File: src/rtl/booth_pkg.sv
// rtl/booth_pkg.sv - shared types and constants for the Booth multiplier controller
package booth_pkg;

    localparam int BOOTH_WIDTH = 16;

    typedef enum logic [2:0] {
        OP_NOP  = 3'd0,
        OP_ADD  = 3'd1,
        OP_SUB  = 3'd2,
        OP_ADD2 = 3'd3,
        OP_SUB2 = 3'd4
    } booth_op_e;

    typedef enum logic [1:0] {
        ST_IDLE,
        ST_LOAD,
        ST_ITER,
        ST_DONE
    } booth_state_e;

endpackage

File: src/rtl/booth_op_decode.sv
// rtl/booth_op_decode.sv - Booth operation decode from register low bits; radix-4 when BOOTH_RADIX4_EN is defined
module booth_op_decode
    import booth_pkg::*;
(
    input  logic [2:0] pp_lsb,
    output booth_op_e  op
);

`ifdef BOOTH_RADIX4_EN
    always_comb begin
        op = OP_NOP;
        case (pp_lsb)
            3'b001, 3'b010: op = OP_ADD;
            3'b011:         op = OP_ADD2;
            3'b100:         op = OP_SUB2;
            3'b101, 3'b110: op = OP_SUB;
            default:        op = OP_NOP;
        endcase
    end
`else
    // Radix-2 only looks at {q0, q-1}; q1 is deliberately ignored.
    logic unused_q1;
    assign unused_q1 = pp_lsb[2];

    always_comb begin
        op = OP_NOP;
        case (pp_lsb[1:0])
            2'b01:   op = OP_ADD;
            2'b10:   op = OP_SUB;
            default: op = OP_NOP;
        endcase
    end
`endif

endmodule

File: src/rtl/booth_ctrl.sv
// rtl/booth_ctrl.sv - Booth multiplier sequencer (ld/en/op, start/done handshakes); radix-4 when BOOTH_RADIX4_EN is defined
module booth_ctrl
    import booth_pkg::*;
#(
    parameter  int WIDTH = BOOTH_WIDTH,
    localparam int CNT_W = $clog2(WIDTH) + 1
) (
    input  logic             clk,
    input  logic             reset,
    input  logic             start_valid,
    output logic             start_ready,
    input  logic [2:0]       pp_lsb,
    output logic             ld,
    output logic             en,
    output booth_op_e        op,
    output logic             busy,
    output logic [CNT_W-1:0] iter_cnt,
    output logic             done_valid,
    input  logic             done_ready
);

`ifdef BOOTH_RADIX4_EN
    localparam int N_ITER = WIDTH / 2;
`else
    localparam int N_ITER = WIDTH;
`endif

    booth_state_e state;
    booth_op_e    dec_op;

    booth_op_decode u_decode (
        .pp_lsb (pp_lsb),
        .op     (dec_op)
    );

    // Decode tracks the live register bits; gated so op is NOP outside iterations.
    assign op = en ? dec_op : OP_NOP;

    always_ff @(posedge clk or negedge reset) begin
        if (!reset) begin
            state       <= ST_IDLE;
            iter_cnt    <= '0;
            start_ready <= 1'b1;
            ld          <= 1'b0;
            en          <= 1'b0;
            busy        <= 1'b0;
            done_valid  <= 1'b0;
        end else begin
            ld <= 1'b0;
            case (state)
                ST_IDLE: begin
                    if (start_valid) begin
                        state       <= ST_LOAD;
                        iter_cnt    <= CNT_W'(N_ITER);
                        ld          <= 1'b1;
                        start_ready <= 1'b0;
                        busy        <= 1'b1;
                    end
                end
                ST_LOAD: begin
                    state <= ST_ITER;
                    en    <= 1'b1;
                end
                ST_ITER: begin
                    iter_cnt <= iter_cnt - CNT_W'(1);
                    if (iter_cnt == CNT_W'(1)) begin
                        state      <= ST_DONE;
                        en         <= 1'b0;
                        done_valid <= 1'b1;
                    end
                end
                ST_DONE: begin
                    if (done_ready) begin
                        state       <= ST_IDLE;
                        done_valid  <= 1'b0;
                        busy        <= 1'b0;
                        start_ready <= 1'b1;
                    end
                end
                default: begin
                    state       <= ST_IDLE;
                    en          <= 1'b0;
                    done_valid  <= 1'b0;
                    busy        <= 1'b0;
                    start_ready <= 1'b1;
                end
            endcase
        end
    end

endmodule

File: config.mk
export PLATFORM = sky130hd
export DESIGN_NAME = booth_ctrl
export DESIGN_NICKNAME = d
export VERILOG_FILES = /design/src/rtl/booth_pkg.sv /design/src/rtl/booth_op_decode.sv /design/src/rtl/booth_ctrl.sv
export SDC_FILE = /design/constraint.sdc
export NUM_CORES = 1
export LEC_CHECK = 0
export BUFFER_PORTS_ARGS = -buffer_cell sky130_fd_sc_hd__buf_2
export CELL_PAD_IN_SITES_DETAIL_PLACEMENT = 0
export CELL_PAD_IN_SITES_GLOBAL_PLACEMENT = 1
export CORE_ASPECT_RATIO = 0.8
export CORE_MARGIN = 2
export CORE_UTILIZATION = 39
export CTS_CLUSTER_DIAMETER = 80
export DETAILED_ROUTE_END_ITERATION = 10
export GPL_TIMING_DRIVEN = 1
export HOLD_SLACK_MARGIN = 0.03
export PLACE_DENSITY = 0.78
export SYNTH_ARGS = -nofsm -noshare
export SYNTH_HDL_FRONTEND = slang
export SYNTH_SLANG_ARGS = --single-unit
File: constraint.sdc
create_clock -name clk -period 3.9 [get_ports clk]
set_input_delay 0.78 -clock clk [delete_from_list [all_inputs] [get_ports clk]]
set_output_delay 0.78 -clock clk [all_outputs]
set_load 0.05 [all_outputs]
# Yosys cells after proc, flatten, opt, wreduce, memory -nomap -nowiden
# Cells that the tools add are included.
# classes
addsub	1
n_eq_ne	9
muxes	20
reduce_logical	10
# ops
op	count
5-bit case mux with 2 select lines	1
3-bit AND reduction	3
1-bit 2-to-1 mux	8
1-bit case mux with 2 select lines	4
2-bit case mux with 4 select lines	1
2-bit nonzero test	4
2-bit == test (second input constant)	3
2-bit 2-to-1 mux	3
2-bit inequality test (second input constant)	3
5-bit by 1-bit == test with 1-bit output (second input constant)	1
5-bit 2-to-1 mux	1
5-bit by 1-bit subtractor with 5-bit output (second input constant)	1
2-bit by 1-bit == test with 1-bit output (second input constant)	2
2-bit case mux with 2 select lines	1
2-bit AND reduction	2
3-bit 2-to-1 mux	1
2-bit logical NOT	1
# totals
reg_bits	12
in_bits	7
output_inout_bits	13

# Logic depth before layout (Yosys ltp)
# logic_depth
word_depth	3
mapped_depth	5

# By module
# From an unflattened synthesis, not the netlist that was laid out.
# unflattened
cells_unflattened	79
area_unflattened_um2	758.2
# modules_own_cells
module	n_inst	area_each_um2	cells_per_inst
booth_ctrl	1	732.0	75
booth_op_decode	1	26.3	4

# Least setup slack after synthesis
# OpenSTA, ideal clock, no wires.
# synth_path
path_kind	input to output
from	in pp_lsb[0]
to	out op[0]
t_required_ps	3120
stages	2
n_path_buf	0
arrival_ps	1477
slack_ps	1643
path_cell_list	nand2_1 > nor2_1
# synth_via
elab_chain_cells	3
word_cells_on_any_way	4
classes_between	2 x eq/ne; 2 x mux
# synth_rtl
item	line	text
start, declared	booth_ctrl.sv:12	input logic [2:0] pp_lsb,
2-bit == test or 2-bit by 1-bit == test with 1-bit output (tied branches)	booth_op_decode.sv:27	case (pp_lsb[1:0])
2-bit case mux with 2 select lines *	booth_op_decode.sv:27	
3-bit 2-to-1 mux *	booth_ctrl.sv:37	assign op = en ? dec_op : OP_NOP;
end, declared	booth_ctrl.sv:15	output booth_op_e op,
# Every way passes the cells marked *; elsewhere a longest branch is shown, timed or not.

# Worst setup path in the final report
# layout_path
from	in pp_lsb[0]
to	out op[1]
# Same word-level chain as after synthesis.

==> metrics.txt <==
count of cell types in the netlist 27; Final GP Congestion ~0.7; Worst Clk Skew ~0.0027 ns; final wirelength between 1000 and 1500 microns; area of the multi-input gates between 300 and 400 sq um; Final Hold Fails 0; Vert. Die Dim slightly above 40 microns; first-pass GRT wire length roughly 2000 microns; RR Startpoint iter_cnt[1]$_DFFE_PN0P_; syn avg cell area between 9 and 10 sq um; vias in the first global route between 400 and 500; RSZ-0062 raised after global routing false; cells resized by post-CTS repair 0; Post-DP HPWL approximately 970 microns; largest net degree at the start of global routing 13; Die X ~51 microns; status finished clean; Util after Layout between 50% and 60%; register area approximately 300 sq um; most frequent cells in the layout buf_2 (17), dfrtp_1 (11), nand2_1 (10); leak pwr between 0.3 and 0.4 nW; P per Cell Area 967 nW/um^2; die area approximately 2100 sq um; clk_lat worst skew 0.27 ns; Worst Hold Class input pin to asynchronous set/reset pin; crit path max fanout 2; DR vias between 500 and 600; router iterations before antenna repair 3; post-route ant nets 0; worst hold slack around 0.37 ns; Clock Path Buffers 2; worst setup path startpoint pp_lsb[0]; Clk network pwr share 12.4%; Post-synth ARST share between 90% and 100%; Place WS about 1.8 ns; Antenna diodes 0; initial antenna violation count 0; sequential fraction of the synthesis area 44.5%; Seq pwr share a little under a third; kind of critical path input pin to output port; yosys warns 0; GRT overflow 0; initial DRC count 9; num ports 20; cell-internal power around 0.39 mW; Pins Over Slew Limit 0; Switching Fraction 50.6%; initial core utilization 41.7%; syn nets 80; DRC Markers 0; Fmax approximately 0.48 GHz; Setup TNS 0 ns; cts hold-fix bufs 0; Clock Pin Slew Worst Setup and Hold Paths roughly 0.07 ns; TritonCTS Buffers 3; post-CTS setup repair buffer count 0; final worst slack 1.80 ns; share of layout cells above drive strength 1 around 27%; FF+latch count, synth 12; top-area cell type share of the netlist area approximately 40%; IO buf count 17; Root Buffer clkbuf_4; Tot GR Track Use between 10 and 15%; total of max-cap violations 0; area grow syn2layout 20.8%; CTS tree done; combinational fraction of design power 57.5%; Synth Instances 68; Post-synth EDFFs 0; Fillers 161; Req. time, crit path about 3.1 ns; Setup violations, final 0; Synth Cell Area between 600 and 700 sq um; routed vias/inst approximately 4.9; Sink Count 12; core footprint approximately 1600 sq um; Most used DFF post-synth dfrtp_1; crit start category input pin; WP data arrival approximately 1.3 ns; Layout Nets between 100 and 150; Final min period 2.10 ns; most common cell after layout, fill and taps aside buf_2; H-tree levels 1; post-synth top area cell dfrtp_1; WL/cell ~11 microns; Crit. End Element output port; Sw Pwr around 0.4 mW; ranking of synthesized cells by area dfrtp_1 (41%), ha_1 (9.2%), nand2_1 (5.5%); VDD IR max between 0.3 and 0.4 mV; Tcrit/Tclk final between 50% and 60%; Core Rows 13
==> worst paths after layout <==
| check | to | depth (start not counted) | slack [ns] |
|---|---|---|---|
| min in group clk | done_valid$_DFFE_PN0P_ | 2 | 0.51 |
| hold reg to reg | done_valid$_DFFE_PN0P_ | 2 | 0.51 |
| setup / recovery | op[1] | 3 | 1.80 |
| hold / removal | busy$_DFFE_PN0P_ | 1 | 0.37 |
| setup reg to reg | state[1]$_DFFE_PN0P_ | 5 | 2.29 |
| max in group asynchronous | start_ready$_DFFE_PN1P_ | 1 | 3.25 |
==> layer usage <==
layer  global-route usage (%)  vias up  share of wire (%)
li1                         -      278                  -
met1                     17.4      251                 50
met2                     22.4       12                 43
met3                     7.86        0                6.6
met4                     2.70        0                  0
met5                        0        -                  0
==> state kept, by name, indices dropped and copies added (netlist names) <==
name,cells
iter_cnt,5
state,2
en,1
busy,1
start_ready,1
done_valid,1
ld,1
==> through the flow <==
stage / instance area (sq um) / instances / total power, mW
after floorplan: 678 / 68 / 0.602
after global placement: 783 / 106 / 0.697
after detailed placement: 783 / 106 / 0.700
after CTS: 820 / 110 / 0.804
after global routing: 820 / 110 / 0.860
final: 820 / 110 / 0.793
==> critical path, stage by stage <==
cell and delay, ns:
buf_2 0.10, and3b_1 0.18, buf_2 0.25
==> kinds of logic after synthesis <==
group | synth area share (%)
AND/OR/NAND/NOR | 21.2
AO/OA/AOI/OAI | 14.9
flip-flops | 44.5
buffers and inverters | 4.98
adder cells (fa/ha/maj) | 9.23
multiplexers | 4.61
other | 0.553
==> synth_stat cells (all sizes together) (2+ instances only) <==
cell	count
dfrtp	11
nand2b	3
a22o	2
ha	5
nand2	10
mux2i	2
nor2	2
a21oi	3
inv	7
o21ai	6
==> final cells by class <==
type | instances | share of cell area, %
multi-input combinational | 48 | 41.8
sequential | 12 | 36.8
tap | 22 | 3.36
inverter | 7 | 3.21
timing repair buffer | 17 | 10.4
clock buffer | 4 | 4.43
==> power groups by stage <==
stage / Clock [mW] / Combinational (mW) / Sequential, mW
2_1_floorplan: 0 / 0.224 / 0.378
3_3_place_gp: 0 / 0.457 / 0.240
3_5_place_dp: 0 / 0.459 / 0.241
4_1_cts: 0.104 / 0.461 / 0.239
5_1_grt: 0.114 / 0.497 / 0.249
6_report: 0.0980 / 0.455 / 0.239
(Power assumes the default switching activity.)
